--- src/rtl/lsu_multicycle_if.sv ---
// lsu_multicycle_if: bundles the execute-side request channel, the write-back
// response channel and the memory bus of the multicycle load/store unit.
//   master modport : the LSU itself (accepts requests, returns responses,
//                    masters the memory bus)
//   slave modport  : the environment (execute/write-back stages and memory)
// Request  : in_valid/in_ready, in_read, in_write, in_func3, in_addr, in_wdata
// Response : out_valid/out_ready, out_rdata, out_err
// Bus      : bus_req/bus_gnt, bus_we, bus_addr, bus_wdata, bus_wstrb,
//            bus_rvalid, bus_rdata
interface lsu_multicycle_if #(
  parameter int XLEN   = 32,
  parameter int ADDR_W = 32
);
  logic                in_valid;
  logic                in_ready;
  logic                in_read;
  logic                in_write;
  logic [2:0]          in_func3;
  logic [ADDR_W-1:0]   in_addr;
  logic [XLEN-1:0]     in_wdata;

  logic                out_valid;
  logic                out_ready;
  logic [XLEN-1:0]     out_rdata;
  logic                out_err;

  logic                bus_req;
  logic                bus_we;
  logic [ADDR_W-1:0]   bus_addr;
  logic [XLEN-1:0]     bus_wdata;
  logic [XLEN/8-1:0]   bus_wstrb;
  logic                bus_gnt;
  logic                bus_rvalid;
  logic [XLEN-1:0]     bus_rdata;

  modport master (
    input  in_valid, in_read, in_write, in_func3, in_addr, in_wdata,
    output in_ready,
    output out_valid, out_rdata, out_err,
    input  out_ready,
    output bus_req, bus_we, bus_addr, bus_wdata, bus_wstrb,
    input  bus_gnt, bus_rvalid, bus_rdata
  );

  modport slave (
    output in_valid, in_read, in_write, in_func3, in_addr, in_wdata,
    input  in_ready,
    input  out_valid, out_rdata, out_err,
    output out_ready,
    input  bus_req, bus_we, bus_addr, bus_wdata, bus_wstrb,
    output bus_gnt, bus_rvalid, bus_rdata
  );
endinterface

--- src/rtl/lsu_multicycle.sv ---
// lsu_multicycle: multi-cycle load/store unit. Accepts one load or store per
// in_valid/in_ready handshake, performs lane alignment, byte strobes and load
// extension, drives a req/gnt/rvalid memory bus, and returns exactly one
// response per request. Illegal or misaligned requests are answered with
// out_err without touching the bus; a stalled bus is cut off by a timeout.
// Ports:
//   clk - clock
//   rst - synchronous active-high reset
//   lsu - lsu_multicycle_if.master (request, response and bus channels)
module lsu_multicycle #(
  parameter int XLEN        = 32,
  parameter int ADDR_W      = 32,
  parameter int TIMEOUT_CYC = 255
) (
  input logic             clk,
  input logic             rst,
  lsu_multicycle_if.master lsu
);

  localparam int NB    = XLEN / 8;
  localparam int OFF_W = $clog2(NB);
  localparam int CNT_W = (TIMEOUT_CYC > 0) ? $clog2(TIMEOUT_CYC + 1) : 1;

  typedef enum logic [1:0] {IDLE, REQ, WAIT, RESP} state_t;

  state_t           state;
  logic [2:0]       f3_q;
  logic [OFF_W-1:0] off_q;
  logic [CNT_W-1:0] cnt;

  logic             f3_ok;
  logic             misal;
  logic             illegal;
  logic             tmo;

  function automatic logic [NB-1:0] store_strb(input logic [1:0] sz,
                                               input logic [OFF_W-1:0] off);
    logic [7:0] m;
    case (sz)
      2'd0:    m = 8'h01;
      2'd1:    m = 8'h03;
      2'd2:    m = 8'h0F;
      default: m = 8'hFF;
    endcase
    return NB'(m) << off;
  endfunction

  // Shift the addressed lane down to bit 0, then sign/zero extend by funct3.
  function automatic logic [XLEN-1:0] load_ext(input logic [XLEN-1:0] rdata,
                                               input logic [2:0] f3,
                                               input logic [OFF_W-1:0] off);
    logic [XLEN-1:0]    sh;
    logic signed [7:0]  b;
    logic signed [15:0] h;
    logic signed [31:0] w;
    sh = rdata >> {off, 3'b000};
    b  = sh[7:0];
    h  = sh[15:0];
    w  = sh[31:0];
    case (f3)
      3'b000:  return XLEN'(b);
      3'b001:  return XLEN'(h);
      3'b010:  return XLEN'(w);
      3'b011:  return sh;
      3'b100:  return XLEN'(sh[7:0]);
      3'b101:  return XLEN'(sh[15:0]);
      3'b110:  return XLEN'(sh[31:0]);
      default: return '0;
    endcase
  endfunction

  always_comb begin
    f3_ok = 1'b0;
    case (lsu.in_func3)
      3'b000, 3'b001, 3'b010: f3_ok = 1'b1;
      3'b100, 3'b101:         f3_ok = lsu.in_read;
      3'b011:                 f3_ok = (XLEN == 64);
      3'b110:                 f3_ok = lsu.in_read && (XLEN == 64);
      default:                f3_ok = 1'b0;
    endcase
    misal = 1'b0;
    case (lsu.in_func3[1:0])
      2'b01:   misal = lsu.in_addr[0];
      2'b10:   misal = |lsu.in_addr[1:0];
      2'b11:   misal = |lsu.in_addr[2:0];
      default: misal = 1'b0;
    endcase
    illegal = (lsu.in_read == lsu.in_write) || !f3_ok || misal;
  end

  assign tmo          = (TIMEOUT_CYC != 0) && (cnt == CNT_W'(TIMEOUT_CYC));
  assign lsu.in_ready = (state == IDLE) && !rst;

  always_ff @(posedge clk) begin
    if (rst) begin
      state         <= IDLE;
      f3_q          <= '0;
      off_q         <= '0;
      cnt           <= '0;
      lsu.out_valid <= 1'b0;
      lsu.out_err   <= 1'b0;
      lsu.out_rdata <= '0;
      lsu.bus_req   <= 1'b0;
      lsu.bus_we    <= 1'b0;
      lsu.bus_addr  <= '0;
      lsu.bus_wdata <= '0;
      lsu.bus_wstrb <= '0;
    end else begin
      case (state)
        IDLE: begin
          if (lsu.in_valid) begin
            f3_q  <= lsu.in_func3;
            off_q <= lsu.in_addr[OFF_W-1:0];
            if (illegal) begin
              state         <= RESP;
              lsu.out_valid <= 1'b1;
              lsu.out_err   <= 1'b1;
              lsu.out_rdata <= '0;
            end else begin
              state         <= REQ;
              cnt           <= '0;
              lsu.bus_req   <= 1'b1;
              lsu.bus_we    <= lsu.in_write;
              lsu.bus_addr  <= {lsu.in_addr[ADDR_W-1:OFF_W], OFF_W'(0)};
              lsu.bus_wdata <= lsu.in_write ?
                               (lsu.in_wdata << {lsu.in_addr[OFF_W-1:0], 3'b000}) : '0;
              lsu.bus_wstrb <= lsu.in_write ?
                               store_strb(lsu.in_func3[1:0], lsu.in_addr[OFF_W-1:0]) : '0;
            end
          end
        end
        // Bus request phase: timeout wins over a grant in the same cycle.
        REQ: begin
          if (tmo) begin
            state         <= RESP;
            lsu.bus_req   <= 1'b0;
            lsu.out_valid <= 1'b1;
            lsu.out_err   <= 1'b1;
            lsu.out_rdata <= '0;
          end else begin
            cnt <= cnt + CNT_W'(1);
            if (lsu.bus_gnt) begin
              lsu.bus_req <= 1'b0;
              if (lsu.bus_we) begin
                state         <= RESP;
                lsu.out_valid <= 1'b1;
                lsu.out_err   <= 1'b0;
                lsu.out_rdata <= '0;
              end else begin
                state <= WAIT;
              end
            end
          end
        end
        // Read data phase: rvalid coincident with gnt was never looked at.
        WAIT: begin
          if (tmo) begin
            state         <= RESP;
            lsu.out_valid <= 1'b1;
            lsu.out_err   <= 1'b1;
            lsu.out_rdata <= '0;
          end else if (lsu.bus_rvalid) begin
            state         <= RESP;
            lsu.out_valid <= 1'b1;
            lsu.out_err   <= 1'b0;
            lsu.out_rdata <= load_ext(lsu.bus_rdata, f3_q, off_q);
          end else begin
            cnt <= cnt + CNT_W'(1);
          end
        end
        // Response phase: hold until consumed; no same-cycle re-accept.
        RESP: begin
          if (lsu.out_ready) begin
            state         <= IDLE;
            lsu.out_valid <= 1'b0;
          end
        end
        default: state <= IDLE;
      endcase
    end
  end

endmodule

--- src/flat_wrapper.sv ---
// flat-port wrapper written by rule: the top's interface ports become plain ports
module lsu_multicycle_flat 
#(
  parameter int XLEN        = 32,
  parameter int ADDR_W      = 32,
  parameter int TIMEOUT_CYC = 255
)
  (clk, rst, lsu_in_valid, lsu_in_read, lsu_in_write, lsu_in_func3, lsu_in_addr, lsu_in_wdata, lsu_in_ready, lsu_out_valid, lsu_out_rdata, lsu_out_err, lsu_out_ready, lsu_bus_req, lsu_bus_we, lsu_bus_addr, lsu_bus_wdata, lsu_bus_wstrb, lsu_bus_gnt, lsu_bus_rvalid, lsu_bus_rdata);
  lsu_multicycle_if #(.XLEN(XLEN), .ADDR_W(ADDR_W)) lsu_i ();
  input logic clk;
  input logic rst;
  input wire logic [$bits(lsu_i.in_valid)-1:0] lsu_in_valid;
  input wire logic [$bits(lsu_i.in_read)-1:0] lsu_in_read;
  input wire logic [$bits(lsu_i.in_write)-1:0] lsu_in_write;
  input wire logic [$bits(lsu_i.in_func3)-1:0] lsu_in_func3;
  input wire logic [$bits(lsu_i.in_addr)-1:0] lsu_in_addr;
  input wire logic [$bits(lsu_i.in_wdata)-1:0] lsu_in_wdata;
  output wire logic [$bits(lsu_i.in_ready)-1:0] lsu_in_ready;
  output wire logic [$bits(lsu_i.out_valid)-1:0] lsu_out_valid;
  output wire logic [$bits(lsu_i.out_rdata)-1:0] lsu_out_rdata;
  output wire logic [$bits(lsu_i.out_err)-1:0] lsu_out_err;
  input wire logic [$bits(lsu_i.out_ready)-1:0] lsu_out_ready;
  output wire logic [$bits(lsu_i.bus_req)-1:0] lsu_bus_req;
  output wire logic [$bits(lsu_i.bus_we)-1:0] lsu_bus_we;
  output wire logic [$bits(lsu_i.bus_addr)-1:0] lsu_bus_addr;
  output wire logic [$bits(lsu_i.bus_wdata)-1:0] lsu_bus_wdata;
  output wire logic [$bits(lsu_i.bus_wstrb)-1:0] lsu_bus_wstrb;
  input wire logic [$bits(lsu_i.bus_gnt)-1:0] lsu_bus_gnt;
  input wire logic [$bits(lsu_i.bus_rvalid)-1:0] lsu_bus_rvalid;
  input wire logic [$bits(lsu_i.bus_rdata)-1:0] lsu_bus_rdata;
  assign lsu_i.in_valid = lsu_in_valid;
  assign lsu_i.in_read = lsu_in_read;
  assign lsu_i.in_write = lsu_in_write;
  assign lsu_i.in_func3 = lsu_in_func3;
  assign lsu_i.in_addr = lsu_in_addr;
  assign lsu_i.in_wdata = lsu_in_wdata;
  assign lsu_in_ready = lsu_i.in_ready;
  assign lsu_out_valid = lsu_i.out_valid;
  assign lsu_out_rdata = lsu_i.out_rdata;
  assign lsu_out_err = lsu_i.out_err;
  assign lsu_i.out_ready = lsu_out_ready;
  assign lsu_bus_req = lsu_i.bus_req;
  assign lsu_bus_we = lsu_i.bus_we;
  assign lsu_bus_addr = lsu_i.bus_addr;
  assign lsu_bus_wdata = lsu_i.bus_wdata;
  assign lsu_bus_wstrb = lsu_i.bus_wstrb;
  assign lsu_i.bus_gnt = lsu_bus_gnt;
  assign lsu_i.bus_rvalid = lsu_bus_rvalid;
  assign lsu_i.bus_rdata = lsu_bus_rdata;
  lsu_multicycle #(.XLEN(XLEN), .ADDR_W(ADDR_W), .TIMEOUT_CYC(TIMEOUT_CYC)) u_core (.clk(clk), .rst(rst), .lsu(lsu_i));
endmodule
--- config.mk ---
export PLATFORM = sky130hd
export DESIGN_NAME = lsu_multicycle_flat
export DESIGN_NICKNAME = d
export VERILOG_FILES = /design/src/rtl/lsu_multicycle_if.sv /design/src/rtl/lsu_multicycle.sv /design/src/flat_wrapper.sv
export SDC_FILE = /design/constraint.sdc
export NUM_CORES = 1
export LEC_CHECK = 0
export CAP_MARGIN = 20
export CORE_ASPECT_RATIO = 1.25
export CORE_MARGIN = 2
export CORE_UTILIZATION = 48
export CTS_CLUSTER_SIZE = 16
export DETAILED_ROUTE_END_ITERATION = 16
export GPL_ROUTABILITY_DRIVEN = 0
export HOLD_SLACK_MARGIN = 0.02
export PLACE_DENSITY = 0.86
export SLEW_MARGIN = 20
export SYNTH_ARGS = -nofsm -noshare
export SYNTH_HDL_FRONTEND = slang
export SYNTH_SLANG_ARGS = --single-unit
--- constraint.sdc ---
create_clock -name clk -period 6.97 [get_ports clk]
set_clock_uncertainty 0.15 [all_clocks]
set_input_delay 0.697 -clock clk [delete_from_list [all_inputs] [get_ports clk]]
set_output_delay 0.697 -clock clk [all_outputs]
set_load 0.005 [all_outputs]
==> flow_summary.json <==
{
  "synth_area_sq_um": 5550,
  "power_density_nw_per_um2": 281,
  "tightest_slew_ns": 1.05,
  "cp-end-kind": "register",
  "htreeDepth": 4,
  "path_cells": "clkdlybuf4s50_1, nor4_2, o22a_1, and2_2, nor2_2, a22o_1",
  "p_leak_uw": 0.00293,
  "cts_made_buffers": 17,
  "row_count": 43,
  "peakVddDrop_v": 0.000236,
  "wl_um": 17800,
  "setup_violations": 0,
  "ant_nets": 0,
  "pre_cts_ws_ns": 2.38,
  "die_area_sq_um": 12400,
  "ys_types": 50,
  "syn2layout_area_growth_pct": 49.0,
  "drive_gt1_share_pct": 7.51,
  "grt_overflow_total": 0,
  "die_h_um": 124,
  "crit_type": "input port to register",
  "pin_count": 212,
  "syn_inst": 647,
  "drt_first_iter_violations": 311,
  "syn_avg_cell_area_sq_um": 8.57,
  "worstPathArrival_ns": 4.21,
  "ys_ff_latch": 117,
  "cts_tree": "built",
  "clock-sinks": 117,
  "via_count": 5652,
  "synth_seq_area_share_pct": 42.2,
  "routedWlPerCell_um": 18.3,
  "cts_buffer_depth": 2,
  "synthFlopType": "dfxtp_1",
  "worst_slack_ns": 2.91,
  "final_cell_mix": "208 x clkdlybuf4s50_1, 126 x nand2_1, 117 x dfxtp_1",
  "cp.required_ns": 7.12,
  "drt-vias-per-instance": 5.80,
  "slowest_stage": "clkdlybuf4s50_1",
  "grt_pass1_vias": 5567,
  "post-route-min-period_ns": 4.06,
  "max_stage_delay_ns": 0.93,
  "relSlewSlack_pct": 29.9,
  "diodes": 0,
  "critPathMaxFanout": 51,
  "max_clock_freq_mhz": 246,
  "period_share_pct": 58.3,
  "design.core.area_sq_um": 11200,
  "path_clk_slew_ns": 0.05,
  "port_buffers": 209,
  "antenna_found_initial": 0,
  "die-width_um": 100,
  "clk_latency_ns": 0.41,
  "rsz0062_at_grt": "no",
  "grt_max_degree": 61,
  "track_usage_pct": 28.8,
  "async_flop_share_pct": 0,
  "ctsResizeCount": 0,
  "ctsRootBufferMaster": "clkbuf_16",
  "maxSlewViolCount": 0,
  "critical_path.top_delay_family": "simple AND/OR/NAND/NOR gates",
  "tns_ns": 0,
  "cap_violations": 0,
  "hp-class": "register to register",
  "status": "completed",
  "cp_num_buf_inv": 1,
  "nNetsFinal": 939,
  "synth-edff-count": 0,
  "mostFrequentLayoutCell": "clkdlybuf4s50_1",
  "drc": 0,
  "ctsHoldBuffers": 0,
  "firstDrtPassIters": 5,
  "hold_viol": 0,
  "yosys_warnings": 0,
  "postCtsSetupBuffers": 0,
  "crit_path_start_kind": "input port",
  "hpwl_um": 12900,
  "start_util_pct": 49.6,
  "grt_pass1_wl_um": 28100
}
-- final cells by class --
cell class / count / area [sq um]
fillers: 816 / 2930
multi-input cells: 470 / 2970
clock buffers: 22 / 474
clock inverters: 9 / 150
inverters: 6 / 22.5
repair buffers: 215 / 2130
flip-flops and latches: 117 / 2340
well taps: 135 / 169
-- metrics by stage --
step / std cells / total power (uW) / area, sq um / hold WS (ns) / utilization, %
CTS: 974 / 2330 / 8260 / 0.306 / 73.8
global placement: 943 / 1380 / 7630 / 0.291 / 68.2
global route: 974 / 2420 / 8260 / 0.318 / 73.8
finish: 974 / 2330 / 8260 / 0.304 / 73.8
detailed placement: 943 / 1410 / 7630 / 0.299 / 68.2
floorplan: 648 / 1170 / 5550 / 0.298 / -
-- metal layers --
layer | vias up | global-route usage [%] | part of all wire [%] | routed length, um
met5 | - | 0 | 0 | 0
met4 | 0 | 13.4 | 3.3 | 583
met3 | 50 | 9.43 | 8.8 | 1570
met2 | 262 | 50.0 | 49 | 8770
met1 | 2661 | 31.8 | 39 | 6860
li1 | 2679 | - | - | -
-- synth_stat cells (3+ instances only) --
| cell | count | area [sq um] |
|---|---|---|
| and2_1 | 3 | 18.8 |
| nand3_1 | 22 | 110 |
| mux2i_1 | 34 | 340 |
| nor2_1 | 13 | 48.8 |
| buf_2 | 9 | 45.0 |
| inv_1 | 6 | 22.5 |
| a311oi_1 | 5 | 43.8 |
| a2bb2oi_1 | 8 | 70.1 |
| nor3_1 | 6 | 30.0 |
| a22o_1 | 24 | 210 |
| nor2b_1 | 5 | 31.3 |
| o2bb2ai_1 | 9 | 78.8 |
| nand2_1 | 126 | 473 |
| a211oi_1 | 3 | 22.5 |
| mux2_2 | 16 | 180 |
| nand2b_1 | 25 | 156 |
| o21ai_0 | 45 | 225 |
| o211ai_1 | 3 | 22.5 |
| o2111ai_1 | 15 | 131 |
| a21o_1 | 8 | 60.1 |
| a21oi_1 | 65 | 325 |
| ha_1 | 5 | 62.6 |
| buf_4 | 4 | 30.0 |
| clkbuf_1 | 35 | 131 |
| buf_1 | 6 | 22.5 |
| dfxtp_1 | 117 | 2340 |
-- cells by family after synthesis --
logic type | synth area share (%)
DFF | 42.2
buffers and inverters | 4.74
and+or+nand+nor | 17.2
adders and majority gates | 1.13
other | 0.0676
AOI/OAI and AO/OA | 24.5
muxes | 10.2
-- tightest hold or removal path, cell delays in order (launching register included) --
cell,delay (ns)
dfxtp_1,0.31
nand2_1,0.05
a21oi_1,0.05
-- power breakdown --
group / internal, uW / switching, uW / total [uW]
sequential: 716 / 39.2 / 755
combinational: 286 / 363 / 649
clock: 622 / 299 / 922
total: 1620 / 701 / 2330
-- worst paths after layout --
path / slack (ns) / startpoint / end / cells after the start
worst min-delay path: 0.30 / u_core.lsu.bus_addr[31] / u_core.lsu.bus_addr[31] / 2
worst max-delay path: 2.91 / lsu_in_addr[1] / u_core.lsu.bus_wdata[1] / 6
worst max register to register: 3.95 / u_core.state[0] / u_core.lsu.bus_wdata[1] / 6
worst min register to register: 0.30 / u_core.lsu.bus_addr[31] / u_core.lsu.bus_addr[31] / 2
-- state kept, by name, summed over array words and instances, names as in the netlist --
| register | cells |
|---|---|
| u_core.cnt | 8 |
| u_core.f3_q | 3 |
| u_core.lsu.bus_addr | 30 |
| u_core.lsu.bus_req | 1 |
| u_core.lsu.bus_wdata | 32 |
| u_core.lsu.bus_we | 1 |
| u_core.lsu.bus_wstrb | 4 |
| u_core.lsu.out_err | 1 |
| u_core.lsu.out_rdata | 32 |
| u_core.lsu.out_valid | 1 |
| u_core.off_q | 2 |
| u_core.state | 2 |
(Power assumes the default switching activity.)
